## src/rtl/pip_flush_ctrl_if.sv

```systemverilog
// Pipeline flush/redirect bundle driven by the flush controller toward fetch and the BPU.
`ifndef XLEN
`define XLEN 64
`endif

interface pip_flush_interface #(
  parameter int XLEN = `XLEN
);
  logic [XLEN-1:0] newpc;
  logic            flush;
  logic            hold;
  logic            flushbpu;

  modport master (output newpc, output flush, output hold, output flushbpu);
  modport slave  (input  newpc, input  flush, input  hold, input  flushbpu);
endinterface

```

## src/rtl/pip_flush_ctrl.sv

```systemverilog
// Arbitrates commit/decode redirects into one-cycle flush pulses and sequences
// fence.i / sfence.vma maintenance with the front end held.
//
// state    | meaning
// ---------|---------------------------------------------------------------
// IDLE     | accepting redirects; commit wins over decode
// CMO_WAIT | front end held, cache/TLB maintenance requested, awaiting ack
// RELEASE  | one cycle: flush to the latched target, hold dropped
`ifndef XLEN
`define XLEN 64
`endif

module pip_flush_ctrl #(
  parameter int XLEN = `XLEN
) (
  input  logic               clk_i,
  input  logic               rst_n_i,
  input  logic               cmt_redir_valid_i,
  input  logic [XLEN-1:0]    cmt_redir_pc_i,
  input  logic [1:0]         cmt_redir_type_i,
  input  logic               dec_redir_valid_i,
  input  logic [XLEN-1:0]    dec_redir_pc_i,
  input  logic               cmo_ack_i,
  output logic               cmo_req_o,
  output logic               cmo_type_o,
  output logic               busy_o,
  pip_flush_interface.master flush_if
);

  typedef enum logic [1:0] {
    S_IDLE     = 2'd0,
    S_CMO_WAIT = 2'd1,
    S_RELEASE  = 2'd2
  } state_e;

  localparam logic [XLEN-1:0] PC_MASK = ~XLEN'(1);

  state_e          state_q, state_d;
  logic [XLEN-1:0] tgt_q, tgt_d;
  logic [XLEN-1:0] newpc_q, newpc_d;
  logic            flush_q, flush_d;
  logic            fbpu_q, fbpu_d;
  logic            hold_q, hold_d;
  logic            cmo_req_q, cmo_req_d;
  logic            cmo_type_q, cmo_type_d;

  logic [XLEN-1:0] cmt_pc_even;
  logic [XLEN-1:0] dec_pc_even;

  assign cmt_pc_even = cmt_redir_pc_i & PC_MASK;
  assign dec_pc_even = dec_redir_pc_i & PC_MASK;

  always_comb begin
    state_d    = state_q;
    tgt_d      = tgt_q;
    newpc_d    = newpc_q;
    flush_d    = 1'b0;
    fbpu_d     = 1'b0;
    cmo_type_d = cmo_type_q;
    unique case (state_q)
      S_IDLE: begin
        if (cmt_redir_valid_i) begin
          flush_d = 1'b1;
          newpc_d = cmt_pc_even;
          fbpu_d  = (cmt_redir_type_i != 2'd0);
          // Types 2/3 are maintenance ops: park the target until the ack returns.
          if (cmt_redir_type_i[1]) begin
            state_d    = S_CMO_WAIT;
            tgt_d      = cmt_pc_even;
            cmo_type_d = cmt_redir_type_i[0];
          end
        end else if (dec_redir_valid_i) begin
          flush_d = 1'b1;
          newpc_d = dec_pc_even;
        end
      end
      S_CMO_WAIT: begin
        if (cmo_ack_i) begin
          state_d    = S_RELEASE;
          flush_d    = 1'b1;
          newpc_d    = tgt_q;
          cmo_type_d = 1'b0;
        end
      end
      S_RELEASE: begin
        state_d = S_IDLE;
      end
      default: begin
        state_d = S_IDLE;
      end
    endcase
    // hold and cmo_req share one source so a request can never appear unheld.
    hold_d    = (state_d == S_CMO_WAIT);
    cmo_req_d = (state_d == S_CMO_WAIT);
  end

  always_ff @(posedge clk_i) begin
    if (!rst_n_i) begin
      state_q    <= S_IDLE;
      tgt_q      <= '0;
      newpc_q    <= '0;
      flush_q    <= 1'b0;
      fbpu_q     <= 1'b0;
      hold_q     <= 1'b0;
      cmo_req_q  <= 1'b0;
      cmo_type_q <= 1'b0;
    end else begin
      state_q    <= state_d;
      tgt_q      <= tgt_d;
      newpc_q    <= newpc_d;
      flush_q    <= flush_d;
      fbpu_q     <= fbpu_d;
      hold_q     <= hold_d;
      cmo_req_q  <= cmo_req_d;
      cmo_type_q <= cmo_type_d;
    end
  end

  assign flush_if.newpc    = newpc_q;
  assign flush_if.flush    = flush_q;
  assign flush_if.hold     = hold_q;
  assign flush_if.flushbpu = fbpu_q;
  assign cmo_req_o         = cmo_req_q;
  assign cmo_type_o        = cmo_type_q;
  assign busy_o            = (state_q != S_IDLE);

endmodule

```

## src/flat_wrapper.sv

```systemverilog
// flat-port wrapper written by rule: the top's interface ports become plain ports
module pip_flush_ctrl_flat 
#(
  parameter int XLEN = `XLEN
)
  (clk_i, rst_n_i, cmt_redir_valid_i, cmt_redir_pc_i, cmt_redir_type_i, dec_redir_valid_i, dec_redir_pc_i, cmo_ack_i, cmo_req_o, cmo_type_o, busy_o, flush_if_newpc, flush_if_flush, flush_if_hold, flush_if_flushbpu);
  pip_flush_interface #(.XLEN(XLEN)) flush_if_i ();
  input  logic clk_i;
  input  logic rst_n_i;
  input  logic cmt_redir_valid_i;
  input  logic [XLEN-1:0] cmt_redir_pc_i;
  input  logic [1:0] cmt_redir_type_i;
  input  logic dec_redir_valid_i;
  input  logic [XLEN-1:0] dec_redir_pc_i;
  input  logic cmo_ack_i;
  output logic cmo_req_o;
  output logic cmo_type_o;
  output logic busy_o;
  output wire logic [$bits(flush_if_i.newpc)-1:0] flush_if_newpc;
  output wire logic [$bits(flush_if_i.flush)-1:0] flush_if_flush;
  output wire logic [$bits(flush_if_i.hold)-1:0] flush_if_hold;
  output wire logic [$bits(flush_if_i.flushbpu)-1:0] flush_if_flushbpu;
  assign flush_if_newpc = flush_if_i.newpc;
  assign flush_if_flush = flush_if_i.flush;
  assign flush_if_hold = flush_if_i.hold;
  assign flush_if_flushbpu = flush_if_i.flushbpu;
  pip_flush_ctrl #(.XLEN(XLEN)) u_core (.clk_i(clk_i), .rst_n_i(rst_n_i), .cmt_redir_valid_i(cmt_redir_valid_i), .cmt_redir_pc_i(cmt_redir_pc_i), .cmt_redir_type_i(cmt_redir_type_i), .dec_redir_valid_i(dec_redir_valid_i), .dec_redir_pc_i(dec_redir_pc_i), .cmo_ack_i(cmo_ack_i), .cmo_req_o(cmo_req_o), .cmo_type_o(cmo_type_o), .busy_o(busy_o), .flush_if(flush_if_i));
endmodule
```

## config.mk

```make
export PLATFORM = sky130hd
export DESIGN_NAME = pip_flush_ctrl_flat
export DESIGN_NICKNAME = d
export VERILOG_FILES = /design/src/rtl/pip_flush_ctrl_if.sv /design/src/rtl/pip_flush_ctrl.sv /design/src/flat_wrapper.sv
export SDC_FILE = /design/constraint.sdc
export NUM_CORES = 1
export LEC_CHECK = 0
export BUFFER_PORTS_ARGS = -buffer_cell sky130_fd_sc_hd__buf_2
export CAP_MARGIN = 30
export CORE_MARGIN = 8
export CORE_UTILIZATION = 35
export CTS_CLUSTER_DIAMETER = 80
export DETAILED_ROUTE_END_ITERATION = 10
export HOLD_SLACK_MARGIN = 0.08
export PLACE_DENSITY = 0.69
export SYNTH_ARGS = -nofsm -noshare
export SYNTH_HDL_FRONTEND = slang
export SYNTH_SLANG_ARGS = --single-unit
```

## constraint.sdc

```tcl
create_clock -name clk_i -period 1.7 [get_ports clk_i]
set_input_delay 0.085 -clock clk_i [delete_from_list [all_inputs] [get_ports clk_i]]
set_output_delay 0.085 -clock clk_i [all_outputs]
set_load 0.01 [all_outputs]
```

After elaboration in Yosys (flattened, before gate mapping)
Cells that the tools add are included.
{"block": "op_classes", "reduce_logical": 8, "mux": 16, "eq_ne": 6}
{"op": "$mux 64", "n": 3}
{"op": "$pmux 64 s2", "n": 1}
{"op": "$reduce_and 3->1", "n": 3}
{"op": "$mux 1", "n": 6}
{"op": "$mux 2", "n": 3}
{"op": "$ne 2x2->1 const B", "n": 3}
{"op": "$reduce_bool 2->1", "n": 3}
{"op": "$eq 2x1->1 const B", "n": 2}
{"op": "$pmux 1 s2", "n": 2}
{"op": "$pmux 2 s2", "n": 1}
{"op": "$reduce_and 4->1", "n": 1}
{"op": "$ne 3x3->1 const B", "n": 1}
{"op": "$logic_not 2->1", "n": 1}
{"block": "totals", "ff_bits": 133, "elab_cells": 37, "out_inout_bits": 70, "in_bits": 135}

Longest topological paths before layout
Gate-level depths: netlist (run 1).
{"block": "depth", "depth_word": 4, "depth_mapped": 6, "mapped_depth_nobuf": 3}

Worst setup path before layout (run 1)
Ideal clock, no wire load.
{"block": "synth_path", "kind": "flip-flop to flip-flop", "startpoint": "register u_core.state_q[0]", "endpoint": "register u_core.newpc_q[3] (netlist: u_core.flush_if.newpc[3])", "n_path_buf": 1, "path_stages_with_launch": 5, "path_slack_ps": 314, "arrival_time_ps": 1311, "setup_time_ps": 75, "cell_sequence": "dfxtp_1 -> or3_4 -> a31oi_4 -> buf_6 -> o2bb2ai_1"}
{"block": "synth_between", "elab_chain_cells": 3}
{"element": "start, declared", "line_no": "pip_flush_ctrl.sv:38", "text": "state_e state_q, state_d;"}
{"element": "start signal, assigned", "line_no": "pip_flush_ctrl.sv:108", "text": "state_q <= state_d;"}
{"element": "$eq 2x1->1 / $logic_not 2->1 (equally long branches)", "line_no": "pip_flush_ctrl.sv:60", "text": "unique case (state_q)"}
{"element": "$ne 2x2->1 (no source line) (tied with other cells)"}
{"element": "$reduce_and 3->1 (no source line)"}
{"element": "end signal, assigned", "line_no": "pip_flush_ctrl.sv:110", "text": "newpc_q <= newpc_d;"}
{"element": "end, declared", "line_no": "pip_flush_ctrl.sv:40", "text": "logic [XLEN-1:0] newpc_q, newpc_d;"}
Parallel ways exist; a longest one is shown, timed or not.
A chain may end at the register's enable or synchronous reset.

Final worst setup path (run 1)
{"block": "layout_path", "startpoint": "register u_core.state_q[1]", "endpoint": "register u_core.newpc_q[15] (netlist: u_core.flush_if.newpc[15])"}
The elaborated chain is that of the path after synthesis.

==> results of run 1 <==
-- logic make-up after synthesis --
| group | after synthesis |
|---|---|
| AND/OR/NAND/NOR | 137 |
| flip-flops | 132 |
| AO/OA/AOI/OAI | 131 |
| multiplexers | 126 |
| buffers and inverters | 54 |
| other | 1 |
-- cell type report --
cell class	count	area [µm²]
Fill cell	1464	7660
Timing Repair Buffer	321	2280
Clock buffer	19	443
Clock inverter	13	183
Tap cell	220	275
Inverter	4	15.0
Multi-Input combinational cell	395	2850
Sequential cell	132	2640
-- worst min-delay path: cells and delay by family --
kind            cells  cell delay [ps]
compound gates      1              130
buf+inv             1               70
mux                 2              190
-- worst min-delay path by stage --
stage	to	start	cells after the start
6_report	u_core.flush_if.newpc[50]	dec_redir_pc_i[50]	4
5_1_grt	u_core.flush_if.newpc[51]	dec_redir_pc_i[51]	4
4_1_cts	u_core.flush_if.newpc[36]	dec_redir_pc_i[36]	4
3_5_place_dp	u_core.tgt_q[16]	cmt_redir_pc_i[16]	3
3_3_place_gp	u_core.tgt_q[49]	cmt_redir_pc_i[49]	3
2_1_floorplan	u_core.tgt_q[10]	cmt_redir_pc_i[10]	2
-- power groups by stage --
stage	Combinational [W]	Clock [W]	Sequential (W)
after floorplan	0.000636	0	0.00355
after global placement	0.00120	0	0.00350
after detailed placement	0.00122	0	0.00350
after CTS	0.00140	0.00397	0.00344
after global routing	0.00153	0.00411	0.00346
final	0.00140	0.00389	0.00344
-- cells in the mapped netlist (2+ instances only) --
cell type / count
sky130_fd_sc_hd__buf_6: 6
sky130_fd_sc_hd__mux2i_1: 63
sky130_fd_sc_hd__buf_4: 7
sky130_fd_sc_hd__nand2_1: 126
sky130_fd_sc_hd__o2bb2ai_1: 63
sky130_fd_sc_hd__a21oi_1: 64
sky130_fd_sc_hd__buf_1: 2
sky130_fd_sc_hd__clkbuf_1: 10
sky130_fd_sc_hd__inv_1: 3
sky130_fd_sc_hd__dfxtp_1: 132
sky130_fd_sc_hd__nand2b_1: 2
sky130_fd_sc_hd__a211oi_1: 2
sky130_fd_sc_hd__buf_2: 25
sky130_fd_sc_hd__mux2_2: 63
-- per-stage QoR --
stage,cell area (µm²),util (%),setup slack [ps]
final,8690,53.1,171
after global routing,8690,53.1,75.8
after CTS,8690,53.1,181
after detailed placement,7030,43.0,187
after global placement,7030,43.0,218
after floorplan,5760,-,314
-- layer usage --
layer	vias to the layer above	GRT usage [%]
met5	-	0
met4	0	6.46
met3	26	5.71
met2	168	30.0
met1	2542	20.7
li1	2642	-
-- registers in the layout, indices dropped and copies added (netlist names) --
name                      count
u_core.flush_if.flush         1
u_core.tgt_q                 63
u_core.state_q                2
u_core.flush_if.newpc        63
u_core.flush_if.flushbpu      1
u_core.flush_if.hold          1
u_core.cmo_type_o             1
==> metrics.txt, run 1 <==
run status finished clean; Setup violations, final 0; number of enable-type register cells in the synthesized netlist 0; list of cells traversed by the critical path nand2b_4 -> buf_12 -> mux2i_1 -> o2bb2ai_1; unrepaired setup endpoints after global routing false; global-route congestion overflow total 0; internal power 0.00654 W; Post-Syn Nets 716; area overhead of the layout relative to synthesis 50.8%; vias in the first global route 5,685; mapped cell area 5760 µm²; share of the yosys chip area belonging to registers 45.9%; pin count of the biggest net entering global routing 65; top library cells by usage in the layout, fill and taps aside sky130_fd_sc_hd__buf_2 (201), sky130_fd_sc_hd__dfxtp_1 (132), sky130_fd_sc_hd__nand2_1 (126); first-pass GRT wire length 29,000 µm; WP data arrival 1830 ps; count of unresolved DRC violations after routing 0; WP data required 2000 ps; number of placed instances, taps included 969; DRT antenna net count 0; commonest non-fill, non-tap cell in the layout sky130_fd_sc_hd__buf_2; Most used DFF post-synth sky130_fd_sc_hd__dfxtp_1; routability-driven placement congestion ratio 0.705; share of cells above drive strength 1 36.1%; latest clock arrival within the worst-skew pair 420 ps; worst-case clock buffer depth 2; critical path's top delay family flip-flops; total number of nets in the final design 1,006; Clock Power Share 44.5%; number of gates resized after cts 0; number of setup buffers added after CTS 0; Port-buffer cells 201; number of max-slew violations in the final report 0; first-pass iteration count of the detailed router 4; fin crit share 90.0%; Setup TNS Final 0 ps; final hold vios 0; average routed wire per standard cell 16.6 µm; hold bufs inserted after CTS 103; number of flip-flops and latches in the synthesized netlist 132; Max stage delay cell, worst path sky130_fd_sc_hd__dfxtp_1; cell type contributing the most total cell area after synthesis sky130_fd_sc_hd__dfxtp_1; number of H-tree levels 4; Metal-1 WL 7870 µm; wire length after detailed routing 18,400 µm; clock slew seen by the registers of the worst setup and hold paths 60 ps; fraction of the mapped netlist area in adder cells 0%; Antenna diodes 0; critical path's largest stage delay 480 ps; Switching Fraction 25.0%; part of the power in registers 39.4%; DR WL met3 1420 µm; Comb pwr share 16.1%; count of cell instances traversed by the critical path 4; Chip Width 144 µm; Synth Area in XOR/XNOR 0%; via count of the routed design 5,378; initial antenna violation count 0; capture instance of the worst register-to-register path u_core.flush_if.newpc[15]; Pwr per Cell Area 1000 nW/µm²; worst slack on hold paths 90.2 ps; CP Capture Type register; final cell count without fillers 1,104; Crit Reg-Reg Startpoint u_core.state_q[1]; proportion of synthesized area in mux cells 23.3%; starting density of the core 35.2%; sum of buffers and inverters on the critical path 1; largest fanout of any net on the critical path 24; vertical extent of the die 144 µm; core region area 16,300 µm²; VDD IR max 0.000694 V; dominant combinational cell family by area after synthesis multiplexers; Setup crit start kind register; GRT Overall Usage 17.8%; minimum clock period 1530 ps; clock buffers created by TritonCTS 17; std cell rows 47; area fraction in and, or, nand and nor cells after synthesis 9.60%; synth top area cells sky130_fd_sc_hd__dfxtp_1 (46%), sky130_fd_sc_hd__mux2_2 (12%), sky130_fd_sc_hd__mux2i_1 (11%); TritonCTS clock tree done; critical path class register to register; total length of routed met2 wires 8760 µm; final clock skew 13.9 ps; clock sink total 132; mean instance size in the synthesized netlist 9.91 µm²; Worst setup startpoint u_core.state_q[1]; share of Yosys cell area claimed by the top area cell type 45.9%; post-synthesis async set-or-reset flop share 0%; R2R setup slack 170 ps; net load switching power 0.00218 W; fmax 654 MHz; post-route total power 0.00873 W; DPL Wire Length 11,300 µm; Leak 3.99 nW; count of maximum capacitance violations 0; clk root buf sky130_fd_sc_hd__clkbuf_16; count of synthesis-stage warnings from yosys 0; compound-gate portion of the synthesized area 15.9%; Die Outline Area 20,800 µm²; Max Used Layer met4; type of the worst min-delay path input port to register; endpoint of the most critical setup path u_core.flush_if.newpc[15]; Unique masters post-synth 27; via density per instance 4.87; violation count after the first detailed-route iteration 173; Gate Count Post-Synth 581; number of I/O pins 205; Worst Reg-to-Reg Cells 4
Note: power is estimated with default switching activity, not from simulation.
==> run 2: changes to the inputs <==
CORE_UTILIZATION = 40   (was 35)
GPL_TIMING_DRIVEN = 1   (was unset)
PLACE_DENSITY = 0.75   (was 0.69)
==> run 2 against run 1 <==
  * Sequential share of layout area rose by 1.1 points
  * Utilization grew 5.4 points
  * Maximum frequency rose by 2.6%
  * Final area shrank 3.6%
  * First-iteration DRC count increased by 64%
  * Critical path depth unchanged
  * Non-clock buffer count shrank 27
  * Wire length is 3.9% lower
  * Global-route usage rose by 1.3 points
  * Combinational power fell by 3%
  * Flip-flop and latch count stayed put
  * Largest cell class unchanged
==> metrics.txt, run 2 (same netlist as run 1, synthesis figures left out) <==
Antenna diodes 0 (unchanged); initial antenna violation count 0 (unchanged); commonest non-fill, non-tap cell in the layout sky130_fd_sc_hd__buf_2 (unchanged); vertical extent of the die 136 µm (was 144 µm); Worst Reg-to-Reg Cells 4 (unchanged); clock sink total 132 (unchanged); number of setup buffers added after CTS 0 (unchanged); latest clock arrival within the worst-skew pair 400 ps (was 420 ps); clock slew seen by the registers of the worst setup and hold paths 60 ps (about the same); total number of nets in the final design 979 (was 1,006); std cell rows 44 (was 47); number of H-tree levels 4 (unchanged); share of cells above drive strength 1 37.2% (was 36.1%); Setup violations, final 0 (unchanged); count of maximum capacitance violations 0 (unchanged); Leak 3.87 nW (was 3.99 nW); clk root buf sky130_fd_sc_hd__clkbuf_16 (unchanged); critical path's largest stage delay 490 ps (was 480 ps); worst-case clock buffer depth 2 (unchanged); Switching Fraction 24.5% (was 25.0%); Setup TNS Final 0 ps (unchanged); unrepaired setup endpoints after global routing false (unchanged); WP data arrival 1780 ps (was 1830 ps); first-pass GRT wire length 28,200 µm (was 29,000 µm); Crit Reg-Reg Startpoint u_core.state_q[1] (unchanged); number of max-slew violations in the final report 0 (unchanged); least setup slack across all paths after layout 209 ps (was 171 ps); largest fanout of any net on the critical path 28 (was 24); fmax 671 MHz (was 654 MHz); critical path class register to register (unchanged); number of placed instances, taps included 933 (was 969); pin count of the biggest net entering global routing 45 (was 65); list of cells traversed by the critical path nand2b_4 -> buf_12 -> mux2i_1 -> o2bb2ai_1 (unchanged); Worst setup startpoint u_core.state_q[1] (unchanged); starting density of the core 40.2% (was 35.2%); part of the power in registers 40.2% (was 39.4%); WP data required 1990 ps (was 2000 ps); GRT Overall Usage 19.1% (was 17.8%); VDD IR max 0.000630 V (was 0.000694 V); capture instance of the worst register-to-register path u_core.flush_if.newpc[4] (was u_core.flush_if.newpc[15]); run status finished clean (unchanged); final hold vios 0 (unchanged); via density per instance 5.03 (was 4.87); Die Outline Area 18,500 µm² (was 20,800 µm²); fin crit share 87.7% (was 90.0%); global-route congestion overflow total 0 (unchanged); final clock skew 8.14 ps (was 13.9 ps); final core utilization 58.5% (was 53.1%); vias in the first global route 5,569 (was 5,685); Port-buffer cells 201 (unchanged); Max stage delay cell, worst path sky130_fd_sc_hd__dfxtp_1 (unchanged); Place WS 211 ps (was 187 ps); average routed wire per standard cell 17.0 µm (was 16.6 µm); DRT antenna net count 0 (unchanged); final cell count without fillers 1,041 (was 1,104); Comb pwr share 15.9% (was 16.1%); endpoint of the most critical setup path u_core.flush_if.newpc[4] (was u_core.flush_if.newpc[15]); TritonCTS clock tree done (unchanged); internal power 0.00645 W (was 0.00654 W); net load switching power 0.00210 W (was 0.00218 W); routability-driven placement congestion ratio 0.727 (was 0.705); hold bufs inserted after CTS 76 (was 103); number of I/O pins 205 (unchanged); clock buffers created by TritonCTS 17 (unchanged); minimum clock period 1490 ps (was 1530 ps); core region area 14,300 µm² (was 16,300 µm²); R2R setup slack 210 ps (was 170 ps); count of unresolved DRC violations after routing 0 (unchanged); wire length after detailed routing 17,600 µm (was 18,400 µm); via count of the routed design 5,241 (was 5,378); DPL Wire Length 10,900 µm (was 11,300 µm); Setup crit start kind register (unchanged); Clock Power Share 43.9% (was 44.5%); first-pass iteration count of the detailed router 4 (unchanged); violation count after the first detailed-route iteration 283 (was 173); Chip Width 136 µm (was 144 µm); type of the worst min-delay path input port to register (unchanged); Pwr per Cell Area 1020 nW/µm² (was 1000 nW/µm²); worst slack on hold paths 96.6 ps (was 90.2 ps); top library cells by usage in the layout, fill and taps aside sky130_fd_sc_hd__buf_2 (201), sky130_fd_sc_hd__dfxtp_1 (132), sky130_fd_sc_hd__nand2_1 (126) (unchanged); CP Capture Type register (unchanged); area overhead of the layout relative to synthesis 45.4% (was 50.8%); number of gates resized after cts 0 (unchanged)
[run 2: cell types whose count changed in the layout (fill, tap and decap cells not counted)]
cell,previous run,this run
sky130_fd_sc_hd__dlygate4sd3_1,103,76
sky130_fd_sc_hd__clkbuf_8,1,7
sky130_fd_sc_hd__clkinv_4,4,0
sky130_fd_sc_hd__bufinv_16,4,2
sky130_fd_sc_hd__clkinv_2,4,2
sky130_fd_sc_hd__clkinvlp_4,1,3
sky130_fd_sc_hd__buf_12,9,10
sky130_fd_sc_hd__buf_4,8,7
[run 2: how the worst min path moves through the flow]
stage,startpoint,endpoint,slack [ps],cells past startpoint
finish,dec_redir_pc_i[48],u_core.flush_if.newpc[48],100,4
global route,dec_redir_pc_i[24],u_core.flush_if.newpc[24],100,4
CTS,dec_redir_pc_i[20],u_core.flush_if.newpc[20],80,4
detailed placement,cmt_redir_pc_i[31],u_core.tgt_q[31],340,3
global placement,cmt_redir_pc_i[54],u_core.tgt_q[54],340,3
floorplan,cmt_redir_pc_i[10],u_core.tgt_q[10],220,2
[run 2: critical path, delay by kind of cell, from the launching register on]
family,cells,cell delay (ps)
DFF,1,490
and+or+nand+nor,1,300
buffers and inverters,1,250
muxes,1,230
AOI/OAI and AO/OA,1,80
[run 2: area by class of cell]
class	count	area [µm²]
Tap cell	184	230
Clock inverter	7	92.6
Inverter	4	15.0
Multi-Input combinational cell	395	2850
Clock buffer	25	526
Sequential cell	132	2640
Fill cell	1181	5940
Timing Repair Buffer	294	2020
[run 2: per-stage QoR]
step	power [W]	cell area [µm²]
2_1_floorplan	0.00419	5760
3_3_place_gp	0.00469	7000
3_5_place_dp	0.00471	7000
4_1_cts	0.00861	8380
5_1_grt	0.00892	8380
6_report	0.00854	8380
[run 2: layer usage]
layer | routed length, µm | GRT usage (%) | share of wire, % | vias to the layer above
met3 | 1400 | 6.50 | 8.0 | 17
met5 | 0 | 0 | 0 | -
met1 | 7180 | 21.8 | 41 | 2451
met4 | 223 | 6.22 | 1.3 | 0
met2 | 8840 | 32.7 | 50 | 192
li1 | - | - | - | 2581
[run 2: power by group through the flow]
| stage | logic [W] | registers, W | clock network [W] |
|---|---|---|---|
| 6_report | 0.00136 | 0.00344 | 0.00375 |
| 2_1_floorplan | 0.000636 | 0.00355 | 0 |
| 3_3_place_gp | 0.00120 | 0.00349 | 0 |
| 4_1_cts | 0.00135 | 0.00344 | 0.00383 |
| 5_1_grt | 0.00148 | 0.00346 | 0.00398 |
| 3_5_place_dp | 0.00121 | 0.00350 | 0 |
==> run 3: changes to the inputs <==
CORE_UTILIZATION = 45   (was 40)
PLACE_DENSITY = 0.82   (was 0.75)
==> run 3 against run 2 <==
  * Via count grew 3.0%
  * Largest power group unchanged
  * Wire length increased by 2.0%
  * Die area shrank 9.8%
  * Final cell count is 0.29% lower
  * Worst hold slack worse by 3.3 ps
  * Critical path type unchanged
==> metrics.txt, run 3 (same netlist as run 1, synthesis figures left out) <==
hold bufs inserted after CTS 85 (was 76); Chip Width 129 µm (was 136 µm); Setup crit start kind register (unchanged); routability-driven placement congestion ratio 0.734 (was 0.727); placed inst area 6950 µm² (was 7000 µm²); vias in the first global route 5,632 (was 5,569); number of setup buffers added after CTS 0 (unchanged); type of the worst min-delay path input port to register (unchanged); via count of the routed design 5,400 (was 5,241); starting density of the core 45.8% (was 40.2%); worst slack on hold paths 93.3 ps (was 96.6 ps); largest fanout of any net on the critical path 27 (was 28); DPL Wire Length 11,100 µm (was 10,900 µm); worst-case clock buffer depth 2 (unchanged); unrepaired setup endpoints after global routing false (unchanged); VDD IR max 0.000728 V (was 0.000630 V); Setup violations, final 0 (unchanged); top library cells by usage in the layout, fill and taps aside sky130_fd_sc_hd__buf_2 (201), sky130_fd_sc_hd__dfxtp_1 (132), sky130_fd_sc_hd__nand2_1 (126) (unchanged); clock sink total 132 (unchanged); vertical extent of the die 129 µm (was 136 µm); count of maximum capacitance violations 0 (unchanged); latest clock arrival within the worst-skew pair 410 ps (was 400 ps); WP data required 2040 ps (was 1990 ps); TritonCTS clock tree done (unchanged); WP data arrival 1900 ps (was 1780 ps); critical path class register to register (unchanged); clock slew seen by the registers of the worst setup and hold paths 60 ps (about the same); core region area 12,600 µm² (was 14,300 µm²); first-pass GRT wire length 28,400 µm (was 28,200 µm); final cell count without fillers 1,038 (was 1,041); average routed wire per standard cell 17.3 µm (was 17.0 µm); Port-buffer cells 201 (unchanged); initial antenna violation count 0 (unchanged); number of I/O pins 205 (unchanged); CP Capture Type register (unchanged); final core utilization 66.5% (was 58.5%); global-route congestion overflow total 0 (unchanged); via density per instance 5.20 (was 5.03); minimum clock period 1570 ps (was 1490 ps); number of placed instances, taps included 921 (was 933); number of gates resized after cts 0 (unchanged); clock buffers created by TritonCTS 17 (unchanged); total number of nets in the final design 988 (was 979); run status finished clean (unchanged); pin count of the biggest net entering global routing 41 (was 45); wire length after detailed routing 18,000 µm (was 17,600 µm); count of unresolved DRC violations after routing 0 (unchanged); clk root buf sky130_fd_sc_hd__clkbuf_16 (unchanged); GRT Overall Usage 21.5% (was 19.1%); area overhead of the layout relative to synthesis 45.1% (was 45.4%); Pwr per Cell Area 988 nW/µm² (was 1020 nW/µm²); Setup TNS Final 0 ps (unchanged); violation count after the first detailed-route iteration 349 (was 283); Post-Layout Inst Area 8360 µm² (was 8380 µm²); number of H-tree levels 4 (unchanged); first-pass iteration count of the detailed router 5 (was 4); final clock skew 7.11 ps (was 8.14 ps); DRT antenna net count 0 (unchanged); fin crit share 92.1% (was 87.7%); fmax 639 MHz (was 671 MHz); final hold vios 0 (unchanged); std cell rows 41 (was 44); Leak 3.87 nW (about the same); commonest non-fill, non-tap cell in the layout sky130_fd_sc_hd__buf_2 (unchanged); number of max-slew violations in the final report 0 (unchanged); Die Outline Area 16,700 µm² (was 18,500 µm²); share of cells above drive strength 1 36.3% (was 37.2%)
## run 3: cell count changes in the layout (fill, tap and decap cells not counted)
cell	delta
sky130_fd_sc_hd__clkbuf_1	+4
sky130_fd_sc_hd__clkinv_2	+1
sky130_fd_sc_hd__clkbuf_8	-2
sky130_fd_sc_hd__dlygate4sd3_1	+9
sky130_fd_sc_hd__clkinvlp_4	-3
sky130_fd_sc_hd__bufinv_16	-1
sky130_fd_sc_hd__diode_2	+1
sky130_fd_sc_hd__buf_4	+3
sky130_fd_sc_hd__buf_12	-3
## run 3: power breakdown
| part | switching (W) | total, W | internal [W] | leakage [nW] |
|---|---|---|---|---|
| clock | 0.00126 | 0.00345 | 0.00219 | 0.277 |
| combinational | 0.000669 | 0.00137 | 0.000698 | 2.51 |
| sequential | 0.000119 | 0.00344 | 0.00332 | 1.09 |
| total | 0.00205 | 0.00826 | 0.00621 | 3.87 |
## run 3: path summary, 6_finish.rpt
kind / startpoint / end / slack (ps) / cells past startpoint
setup / recovery: u_core.state_q[0] / u_core.tgt_q[14] / 130 / 5
hold / removal: dec_redir_pc_i[36] / u_core.flush_if.newpc[36] / 90 / 4
setup reg to reg: u_core.state_q[0] / u_core.tgt_q[14] / 130 / 5
hold reg to reg: u_core.tgt_q[51] / u_core.tgt_q[51] / 450 / 2
## run 3: critical path: stages (launching register included)
cell,delay [ps]
sky130_fd_sc_hd__dfxtp_1,340
sky130_fd_sc_hd__buf_4,170
sky130_fd_sc_hd__nor4bb_4,350
sky130_fd_sc_hd__buf_4,380
sky130_fd_sc_hd__nand2_1,90
sky130_fd_sc_hd__a21oi_1,150
## run 3: stage by stage
| step | setup WS, ps | total power, W |
|---|---|---|
| 4_1_cts | 115 | 0.00829 |
| 5_1_grt | 13.4 | 0.00860 |
| 2_1_floorplan | 314 | 0.00419 |
| 3_3_place_gp | 196 | 0.00467 |
| 3_5_place_dp | 140 | 0.00469 |
| 6_report | 134 | 0.00826 |
## run 3: area by class of cell
cell class / instances / area (µm²)
fillers: 942 / 4210
multi-input cells: 395 / 2850
flip-flops and latches: 132 / 2640
repair buffers: 303 / 2070
clock buffers: 27 / 513
well taps: 172 / 215
clock inverters: 4 / 45.0
inverters: 4 / 15.0
diodes: 1 / 2.50
## run 3: metal layers
metal  global-route usage [%]  vias to the layer above  wire length (µm)
met5                        0                        -                 0
met4                     8.85                        0               425
met3                     6.66                       40              1410
met2                     36.5                      216              8860
met1                     24.5                     2541              7310
li1                         -                     2603                 -
